[config.mk]
export PLATFORM = sky130hd
export DESIGN_NAME = sprite_bouncer
export DESIGN_NICKNAME = d
export VERILOG_FILES = /design/src/rtl/sprite_bouncer.sv
export SDC_FILE = /design/constraint.sdc
export NUM_CORES = 1
export LEC_CHECK = 0
export BUFFER_PORTS_ARGS = -buffer_cell sky130_fd_sc_hd__buf_4
export CORE_UTILIZATION = 50
export DETAILED_ROUTE_END_ITERATION = 6
export GPL_TIMING_DRIVEN = 0
export PLACE_DENSITY_LB_ADDON = 0.08
export SETUP_SLACK_MARGIN = 0.02
export SYNTH_ARGS = -nofsm -noshare
export SYNTH_HDL_FRONTEND = slang
export SYNTH_SLANG_ARGS = --single-unit
[constraint.sdc]
create_clock -name clk -period 4.1 [get_ports clk]
set_input_delay 0.82 -clock clk [delete_from_list [all_inputs] [get_ports clk]]
set_output_delay 0.82 -clock clk [all_outputs]
set_load 0.01 [all_outputs]
[src/rtl/sprite_bouncer.sv]
// Per-frame bouncing sprite motion engine: detects frame_int edges and steps
// the overlay offsets by a runtime-configurable velocity, reflecting off the screen walls.
module sprite_bouncer #(
    parameter int SCREEN_W = 800,
    parameter int SCREEN_H = 480,
    parameter int SPRITE_W = 64,
    parameter int SPRITE_H = 64,
    parameter int INIT_X   = 123,
    parameter int INIT_Y   = 234,
    parameter int INIT_DX  = 1,
    parameter int INIT_DY  = 1
) (
    input  logic        clk,
    input  logic        reset,
    input  logic        frame_int,
    input  logic        enable,
    input  logic        cfg_we,
    input  logic [7:0]  cfg_dx,
    input  logic [7:0]  cfg_dy,
    output logic [15:0] offset_x,
    output logic [15:0] offset_y,
    output logic        update_done,
    output logic        bounce_x,
    output logic        bounce_y,
    output logic        overrun,
    output logic [15:0] frame_count
);

    localparam logic signed [16:0] MAX_X = 17'(SCREEN_W - SPRITE_W);
    localparam logic signed [16:0] MAX_Y = 17'(SCREEN_H - SPRITE_H);

    typedef enum logic [1:0] {
        IDLE,
        CALC_X,
        CALC_Y,
        COMMIT
    } state_t;

    typedef struct packed {
        logic signed [16:0] pos;
        logic signed [7:0]  vel;
        logic               hit;
    } refl_t;

    // One axis step: move, then mirror about whichever wall was reached or crossed.
    function automatic refl_t reflect(input logic signed [16:0] pos,
                                      input logic signed [7:0]  vel,
                                      input logic signed [16:0] max_pos);
        refl_t              r;
        logic signed [16:0] np;
        logic               wall;
        np    = pos + {{9{vel[7]}}, vel};
        r.pos = np;
        r.vel = vel;
        r.hit = 1'b0;
        wall  = 1'b0;
        if (np <= 17'sd0) begin
            r.pos = -np;
            wall  = 1'b1;
        end else if (np >= max_pos) begin
            r.pos = (max_pos + max_pos) - np;
            wall  = 1'b1;
        end
        if (wall && (vel != 8'sd0)) begin
            r.vel = -vel;
            r.hit = 1'b1;
        end
        return r;
    endfunction

    function automatic logic [7:0] clamp_vel(input logic [7:0] v);
        return (v == 8'h80) ? 8'h81 : v;
    endfunction

    state_t             state_q, state_d;
    logic               frame_int_q, frame_int_d;
    logic [15:0]        frame_count_q, frame_count_d;
    logic               pend_valid_q, pend_valid_d;
    logic [7:0]         pend_dx_q, pend_dx_d;
    logic [7:0]         pend_dy_q, pend_dy_d;
    logic signed [7:0]  dx_q, dx_d;
    logic signed [7:0]  dy_q, dy_d;
    logic signed [16:0] wx_q, wx_d;
    logic signed [16:0] wy_q, wy_d;
    logic signed [7:0]  wdx_q, wdx_d;
    logic signed [7:0]  wdy_q, wdy_d;
    logic               bx_q, bx_d;
    logic [15:0]        offset_x_q, offset_x_d;
    logic [15:0]        offset_y_q, offset_y_d;
    logic               update_done_q, update_done_d;
    logic               bounce_x_q, bounce_x_d;
    logic               bounce_y_q, bounce_y_d;

    logic               frame_edge;
    logic [7:0]         cfg_dx_c, cfg_dy_c;
    logic signed [7:0]  vel_dx, vel_dy;
    refl_t              rx, ry;

    assign frame_edge = frame_int & ~frame_int_q;
    assign cfg_dx_c   = clamp_vel(cfg_dx);
    assign cfg_dy_c   = clamp_vel(cfg_dy);

    always_comb begin
        state_d       = state_q;
        frame_int_d   = frame_int;
        frame_count_d = frame_count_q;
        pend_valid_d  = pend_valid_q;
        pend_dx_d     = pend_dx_q;
        pend_dy_d     = pend_dy_q;
        dx_d          = dx_q;
        dy_d          = dy_q;
        wx_d          = wx_q;
        wy_d          = wy_q;
        wdx_d         = wdx_q;
        wdy_d         = wdy_q;
        bx_d          = bx_q;
        offset_x_d    = offset_x_q;
        offset_y_d    = offset_y_q;
        update_done_d = 1'b0;
        bounce_x_d    = 1'b0;
        bounce_y_d    = 1'b0;

        // A same-cycle strobe wins over an older pending value, which wins over the current velocity.
        vel_dx = cfg_we ? cfg_dx_c : (pend_valid_q ? pend_dx_q : dx_q);
        vel_dy = cfg_we ? cfg_dy_c : (pend_valid_q ? pend_dy_q : dy_q);
        rx     = reflect(wx_q, wdx_q, MAX_X);
        ry     = reflect(wy_q, wdy_q, MAX_Y);

        if (frame_edge) begin
            frame_count_d = frame_count_q + 16'd1;
        end
        if (cfg_we) begin
            pend_dx_d    = cfg_dx_c;
            pend_dy_d    = cfg_dy_c;
            pend_valid_d = 1'b1;
        end

        unique case (state_q)
            IDLE: begin
                dx_d         = vel_dx;
                dy_d         = vel_dy;
                pend_valid_d = 1'b0;
                if (frame_edge && enable) begin
                    wx_d    = {offset_x_q[15], offset_x_q};
                    wy_d    = {offset_y_q[15], offset_y_q};
                    wdx_d   = vel_dx;
                    wdy_d   = vel_dy;
                    state_d = CALC_X;
                end
            end
            CALC_X: begin
                wx_d    = rx.pos;
                wdx_d   = rx.vel;
                bx_d    = rx.hit;
                state_d = CALC_Y;
            end
            CALC_Y: begin
                // Registering the commit here makes the offsets visible during COMMIT.
                wy_d          = ry.pos;
                wdy_d         = ry.vel;
                offset_x_d    = wx_q[15:0];
                offset_y_d    = ry.pos[15:0];
                dx_d          = wdx_q;
                dy_d          = ry.vel;
                update_done_d = 1'b1;
                bounce_x_d    = bx_q;
                bounce_y_d    = ry.hit;
                state_d       = COMMIT;
            end
            COMMIT: begin
                state_d = IDLE;
            end
            default: begin
                state_d = IDLE;
            end
        endcase
    end

    always_ff @(posedge clk) begin
        if (reset) begin
            state_q       <= IDLE;
            frame_int_q   <= 1'b0;
            frame_count_q <= '0;
            pend_valid_q  <= 1'b0;
            pend_dx_q     <= '0;
            pend_dy_q     <= '0;
            dx_q          <= 8'(INIT_DX);
            dy_q          <= 8'(INIT_DY);
            wx_q          <= '0;
            wy_q          <= '0;
            wdx_q         <= '0;
            wdy_q         <= '0;
            bx_q          <= 1'b0;
            offset_x_q    <= 16'(INIT_X);
            offset_y_q    <= 16'(INIT_Y);
            update_done_q <= 1'b0;
            bounce_x_q    <= 1'b0;
            bounce_y_q    <= 1'b0;
        end else begin
            state_q       <= state_d;
            frame_int_q   <= frame_int_d;
            frame_count_q <= frame_count_d;
            pend_valid_q  <= pend_valid_d;
            pend_dx_q     <= pend_dx_d;
            pend_dy_q     <= pend_dy_d;
            dx_q          <= dx_d;
            dy_q          <= dy_d;
            wx_q          <= wx_d;
            wy_q          <= wy_d;
            wdx_q         <= wdx_d;
            wdy_q         <= wdy_d;
            bx_q          <= bx_d;
            offset_x_q    <= offset_x_d;
            offset_y_q    <= offset_y_d;
            update_done_q <= update_done_d;
            bounce_x_q    <= bounce_x_d;
            bounce_y_q    <= bounce_y_d;
        end
    end

    assign offset_x    = offset_x_q;
    assign offset_y    = offset_y_q;
    assign update_done = update_done_q;
    assign bounce_x    = bounce_x_q;
    assign bounce_y    = bounce_y_q;
    assign frame_count = frame_count_q;
    assign overrun     = frame_edge && (state_q != IDLE);

endmodule

==> metrics.md, run 1 <==
| Metric | Value |
|---|---|
| Cells after DPL | `1,449` |
| Post-route DRC | `0` |
| Worst endpoint required time | `4.44 ns` |
| Layout cells sized above 1 | `25.4%` |
| First-pass GRT wire length | `46,400 µm` |
| Root buf cell | `clkbuf_16` |
| Remaining antenna violation count after routing | `0` |
| Slew @ Worst Pin | `1.24 ns` |
| Setup TNS | `-5.26 ns` |
| Synthesis Warnings | `0` |
| Synth Register Bits | `138` |
| CTS Sinks | `138` |
| Crit-path cells | `ha_4 -> inv_2 -> fa_2 -> nor2b_4 -> o31a_1 -> o21ai_2 -> o221ai_2 -> inv_2 -> or3b_4 -> or4_4 -> ha_4 -> buf_4 -> a32o_2 -> or3_4 -> or4_1 -> a31oi_1` |
| Initial DRC count | `840` |
| Gr ovfl total | `0` |
| Setup Skew | `0.0103 ns` |
| Post-synthesis net count | `1,214` |
| Fmax achieved | `224 MHz` |
| CTS Buf Count | `17` |
| Gr usage total | `32.2%` |
| Fin nets | `1,364` |
| Depth of the CTS H-tree | `4` |
| Final Cell Area | `11,900 µm²` |
| Antenna violations before repair | `0` |
| Placed Area | `10,000 µm²` |
| Area Overhead vs Synth | `30.7%` |
| Seq/Total Area, Yosys | `30.3%` |
| Distinct cell type count after synthesis | `84` |
| Final worst slack | `-0.369 ns` |
| Post-CTS Hold Fix Bufs | `0` |
| Synth Flop Type | `dfxtp_1` |
| Worst path max stage delay | `0.56 ns` |
| Async SR Flop Fraction | `0%` |
| Final Non-Filler Cells | `1,541` |
| Gpl congestion | `0.906` |
| Number of global-route vias before repair | `8,605` |
| N_diodes | `0` |
| # setup viols final | `23` |
| DR vias | `9,682` |
| RSZ-0062 raised after global routing | `true` |
| Slowest CP cell | `or4_4` |
| Die Ht | `137 µm` |
| Crit Path Max Fanout | `5` |
| Synth Cell Area | `9120 µm²` |
| Die W | `137 µm` |
| Final Hold Vio Count | `0` |
| Worst slack at placement | `-0.775 ns` |
| Status | `complete, but fails checks` |
| Number of synthesized flops with an enable pin | `0` |
| Worst EP arrival | `4.81 ns` |
| Starting Density | `51.0%` |
| WL per Instance | `20.1 µm` |
| DRT Wirelength | `30,900 µm` |
| Clock slew at reported path FFs | `0.07 ns` |
| Worst path bufs/invs | `3` |
| Critical path startpoint category | `register` |
| Worst hold path type | `register to register` |
| Crit. End Element | `register` |
| Clock tree buffer depth | `2` |
| Largest net degree at the start of global routing | `17` |
| IO buf count | `71` |
| Max_slew headroom | `17.0%` |
| CTS tree | `built` |
| Clock latency on the worst-skew pair | `0.43 ns` |
| Core area | `17,900 µm²` |
| Max Cap Violations | `0` |
| I/O pin cnt | `73` |
| Die area | `18,800 µm²` |
| DR pass1 iterations | `6` |
| Pins Over Slew Limit | `0` |
| Final min period | `4.47 ns` |
| Failing checks | `setup timing` |
| Drt via density | `6.28` |
| # rows | `49` |
| Mapped Cells | `1,149` |
| Final worst-path cycle share | `109%` |
| Average cell area after synthesis | `7.94 µm²` |
| Post-DP HPWL | `21,000 µm` |
| Crit-path leading delay family | `simple AND/OR/NAND/NOR gates` |
| Worst Setup Path Type | `register to register` |
[cell families (layout without fill, tap and decap cells)]
logic type                 Yosys count  count (layout)  synth area share [%]
and+or+nand+nor                    397             397                  22.0
AOI/OAI and AO/OA                  352             352                  25.8
DFF                                138             138                  30.3
buffers and inverters              115             278                  5.13
xor gates and xnor gates            59              59                  5.66
adders and majority gates           44              44                  6.20
muxes                               44              44                  4.87
[registers in the layout, indices dropped and copies added, names as in the netlist, 16 cells and up]
register,cells
wx_q,17
wy_q,17
frame_count,16
offset_x,16
offset_y,16
[cell type report]
class                   count  area [µm²]
inverters                  41         159
repair buffers            131        1050
fillers                  1553        5970
well taps                 229         287
multi-input cells         896        6680
plain buffers              74         368
flip-flops and latches    138        2810
clock inverters            15         156
clock buffers              17         425
[cells in the final DEF, fill, tap and decap left out, types with 20 or more instances in the layout]
master       n
nand2b_1    23
o22ai_1     25
xor2_1      29
nor3_1      29
dfxtp_1    120
nand2_1     78
ha_1        34
buf_4      123
nor2_1     104
and3_1      24
mux2i_1     41
a21oi_1     73
clkbuf_16   21
o21ai_0     49
clkbuf_1    50
a22oi_1     20
inv_1       35
nand3_1     25
[metrics by stage]
step	hold WS [ns]	utilization, %
2_1_floorplan	0.449	-
3_3_place_gp	0.458	55.9
3_5_place_dp	0.466	55.9
4_1_cts	0.476	63.3
5_1_grt	0.493	66.6
6_report	0.477	66.6
[cells in the mapped netlist (26+ instances only)]
cell type  count  area (µm²)
xnor2_1       26         228
a21oi_1       89         445
mux2i_1       41         410
o21ai_0       63         315
clkbuf_1      53         199
inv_1         39         146
dfxtp_1      138        2760
a211oi_1      26         195
xor2_1        33         289
ha_1          42         526
nor2_1       111         417
nand3_1       26         130
nor3_1        33         165
o22ai_1       28         175
nand2_1       80         300
[worst paths after layout]
check | startpoint | end | slack [ns] | cells past startpoint
worst max register to register | wdx_q[0] | wdx_q[3] | -0.37 | 16
worst min-delay path | pend_dx_q[4] | pend_dx_q[4] | 0.48 | 2
worst min register to register | pend_dx_q[4] | pend_dx_q[4] | 0.48 | 2
worst max-delay path | wdx_q[0] | wdx_q[3] | -0.37 | 16
[tightest hold or removal path, delay by kind of cell, from the launching register on]
| family | cells | cell delay, ns |
|---|---|---|
| DFF | 1 | 0.31 |
| and+or+nand+nor | 1 | 0.06 |
| AOI/OAI and AO/OA | 1 | 0.06 |
[per-layer routing]
layer | part of all wire [%] | GRT usage, % | routed length, µm
met5 | 0 | 0 | 0
met4 | 2.9 | 12.5 | 903
met2 | 45 | 50.3 | 14000
met3 | 7.6 | 5.93 | 2340
met1 | 44 | 43.6 | 13600
[repair_timing]
item / in CTS / in global routing
setup buffers: 36 / 24
pin swaps: 45 / 54
endpoints found under the setup margin: 69 / 59
cloned: 2 / 2
resized for setup: 95 / 105
Power of run 1 is not shown: default switching activity piles up to over one toggle a cycle in this logic, so the estimate is an artifact.
==> run 2: changes to the inputs <==
- CAP_MARGIN: default -> 20
- MAX_ROUTING_LAYER: default -> met4
==> run 2 against run 1 <==
The run still ends with setup timing left; maximum frequency grew 1.9%; final cell count rose by 0.32%; count of clock-buffer cells in the layout is the same; setup slack improved by 0.085 ns; clock skew rose by 0.0014 ns; sequential cell count did not move; global-route usage increased by 1.5 points; die area unchanged; worst hold slack lost 0.0023 ns; final area is 1.4% lower; sequential share of layout area is 0.32 points higher.
==> metrics.md, run 2 (synthesis results as in run 1) <==
| Metric | Value |
|---|---|
| Status | `complete, but fails checks` |
| Failing checks | `setup timing` |
| Crit-path cells | `ha_4 -> inv_2 -> fa_2 -> nor2b_4 -> o31a_1 -> buf_6 -> o21ai_4 -> o221ai_4 -> inv_2 -> or3b_4 -> or4_4 -> ha_4 -> nand2_4 -> a21oi_2 -> a32o_2 -> or3_4 -> or4_1 -> a31oi_1` |
| IO buf count | `71` |
| Most common cell after layout, fill and taps aside | `buf_4` |
| Final Non-Filler Cells | `1,546` |
| Final worst slack | `-0.284 ns` |
| I/O pin cnt | `73` |
| Area Overhead vs Synth | `28.9%` |
| Antenna violations before repair | `0` |
| Final Cell Area | `11,800 µm²` |
| Post-route DRC | `0` |
| Gr ovfl total | `0` |
| Slowest CP cell | `or4_4` |
| Max_slew headroom | `27.8%` |
| Worst Setup Path Type | `register to register` |
| DRT Wirelength | `31,300 µm` |
| Clock tree buffer depth | `2` |
| Remaining antenna violation count after routing | `0` |
| Largest net degree at the start of global routing | `17` |
| Final worst-path cycle share | `107%` |
| DR pass1 iterations | `5` |
| Gpl congestion | `0.924` |
| Root buf cell | `clkbuf_16` |
| Initial DRC count | `886` |
| Max Cap Violations | `0` |
| CTS Buf Count | `17` |
| # setup viols final | `21` |
| Fin util | `65.7%` |
| First-pass GRT wire length | `46,900 µm` |
| Number of global-route vias before repair | `8,655` |
| Worst path max stage delay | `0.55 ns` |
| Largest regs | `wx_q (17), wy_q (17)` |
| Depth of the CTS H-tree | `4` |
| Worst hold path type | `register to register` |
| Crit Path Max Fanout | `4` |
| Die area | `18,800 µm²` |
| Fin nets | `1,369` |
| Gr usage total | `33.7%` |
| Final Hold Vio Count | `0` |
| CTS Sinks | `138` |
| Worst EP arrival | `4.73 ns` |
| Power density over the cells | `1090 nW/µm²` |
| Static Leak | `4.53 nW` |
| WL per Instance | `20.2 µm` |
| Commonest non-fill, non-tap cells in the layout | `126 x buf_4, 120 x dfxtp_1, 105 x nor2_1` |
| Pins Over Slew Limit | `0` |
| Slew @ Worst Pin | `1.07 ns` |
| Cells after DPL | `1,449` |
| Crit. End Element | `register` |
| Clock slew at reported path FFs | `0.06 ns` |
| Clock latency on the worst-skew pair | `0.43 ns` |
| Die Ht | `137 µm` |
| # fillers | `1,567` |
| N_diodes | `0` |
| Placed Area | `10,000 µm²` |
| # rows | `49` |
| IR drop worst, VDD | `0.700 mV` |
| Final min period | `4.38 ns` |
| Critical path startpoint category | `register` |
| Drt via density | `6.29` |
| Starting Density | `51.0%` |
| Die W | `137 µm` |
| Fmax achieved | `228 MHz` |
| Hold Slack | `0.474 ns` |
| Layout cells sized above 1 | `24.1%` |
| Core area | `17,900 µm²` |
| Setup Skew | `0.0117 ns` |
| Worst endpoint required time | `4.44 ns` |
| Post-DP HPWL | `21,200 µm` |
| CTS tree | `built` |
| DR vias | `9,721` |
| RSZ-0062 raised after global routing | `true` |
## run 2: worst paths after layout
| kind | startpoint | endpoint | slack [ns] | cells past startpoint |
|---|---|---|---|---|
| setup / recovery | wdx_q[0] | wdx_q[5] | -0.28 | 18 |
| hold / removal | pend_dx_q[4] | pend_dx_q[4] | 0.47 | 2 |
| setup reg to reg | wdx_q[0] | wdx_q[5] | -0.28 | 18 |
| hold reg to reg | pend_dx_q[4] | pend_dx_q[4] | 0.47 | 2 |
## run 2: cell type report
| type | instances | area, µm² | area share (%) |
|---|---|---|---|
| sequential | 138 | 2800 | 23.8 |
| clock buffer | 17 | 425 | 3.62 |
| inverter | 41 | 155 | 1.32 |
| tap | 229 | 287 | 2.44 |
| multi-input combinational | 896 | 6500 | 55.3 |
| timing repair buffer | 136 | 1050 | 8.96 |
| clock inverter | 15 | 168 | 1.43 |
| buffer | 74 | 364 | 3.10 |
## run 2: critical path, delay by kind of cell (launching register included)
| kind | cells | cell delay (ns) |
|---|---|---|
| compound gates | 6 | 1.00 |
| buf+inv | 3 | 0.24 |
| simple gates | 6 | 1.98 |
| flops | 1 | 0.37 |
| fa+ha+maj | 3 | 0.71 |
## run 2: power by group
group / leakage [nW] / switching, mW / internal (mW)
clock network: 0.295 / 0.695 / 0.871
registers: 1.14 / 0.320 / 1.67
logic: 3.10 / 5.21 / 4.07
## run 2: routing by layer
metal / up-vias / wire [µm] / global-route usage, %
met2: 450 / 14300 / 52.0
li1: 4582 / - / -
met4: 0 / 1030 / 13.2
met3: 90 / 2450 / 6.00
met1: 4599 / 13500 / 43.5
met5: - / 0 / -
## run 2: repair_timing
item                                    4_1_cts  5_1_grt
hold buffers                                  0        0
endpoints found under the setup margin       69       61
pin swaps                                    42       23
gates resized for setup                      89       70
hold endpoints to repair                      0        0
buffers inserted                             33       27
cloned                                        3        1
## run 2: stage by stage
stage | TNS, ns | power [mW] | setup WS [ns]
floorplan | -0.281 | 6.81 | -0.139
global placement | -32.61 | 8.37 | -0.681
detailed placement | -32.95 | 8.41 | -0.710
CTS | -3.40 | 11.5 | -0.346
global route | -5.35 | 13.5 | -0.423
finish | -2.81 | 12.8 | -0.284
No activity file was read; power rests on OpenSTA's default activity.
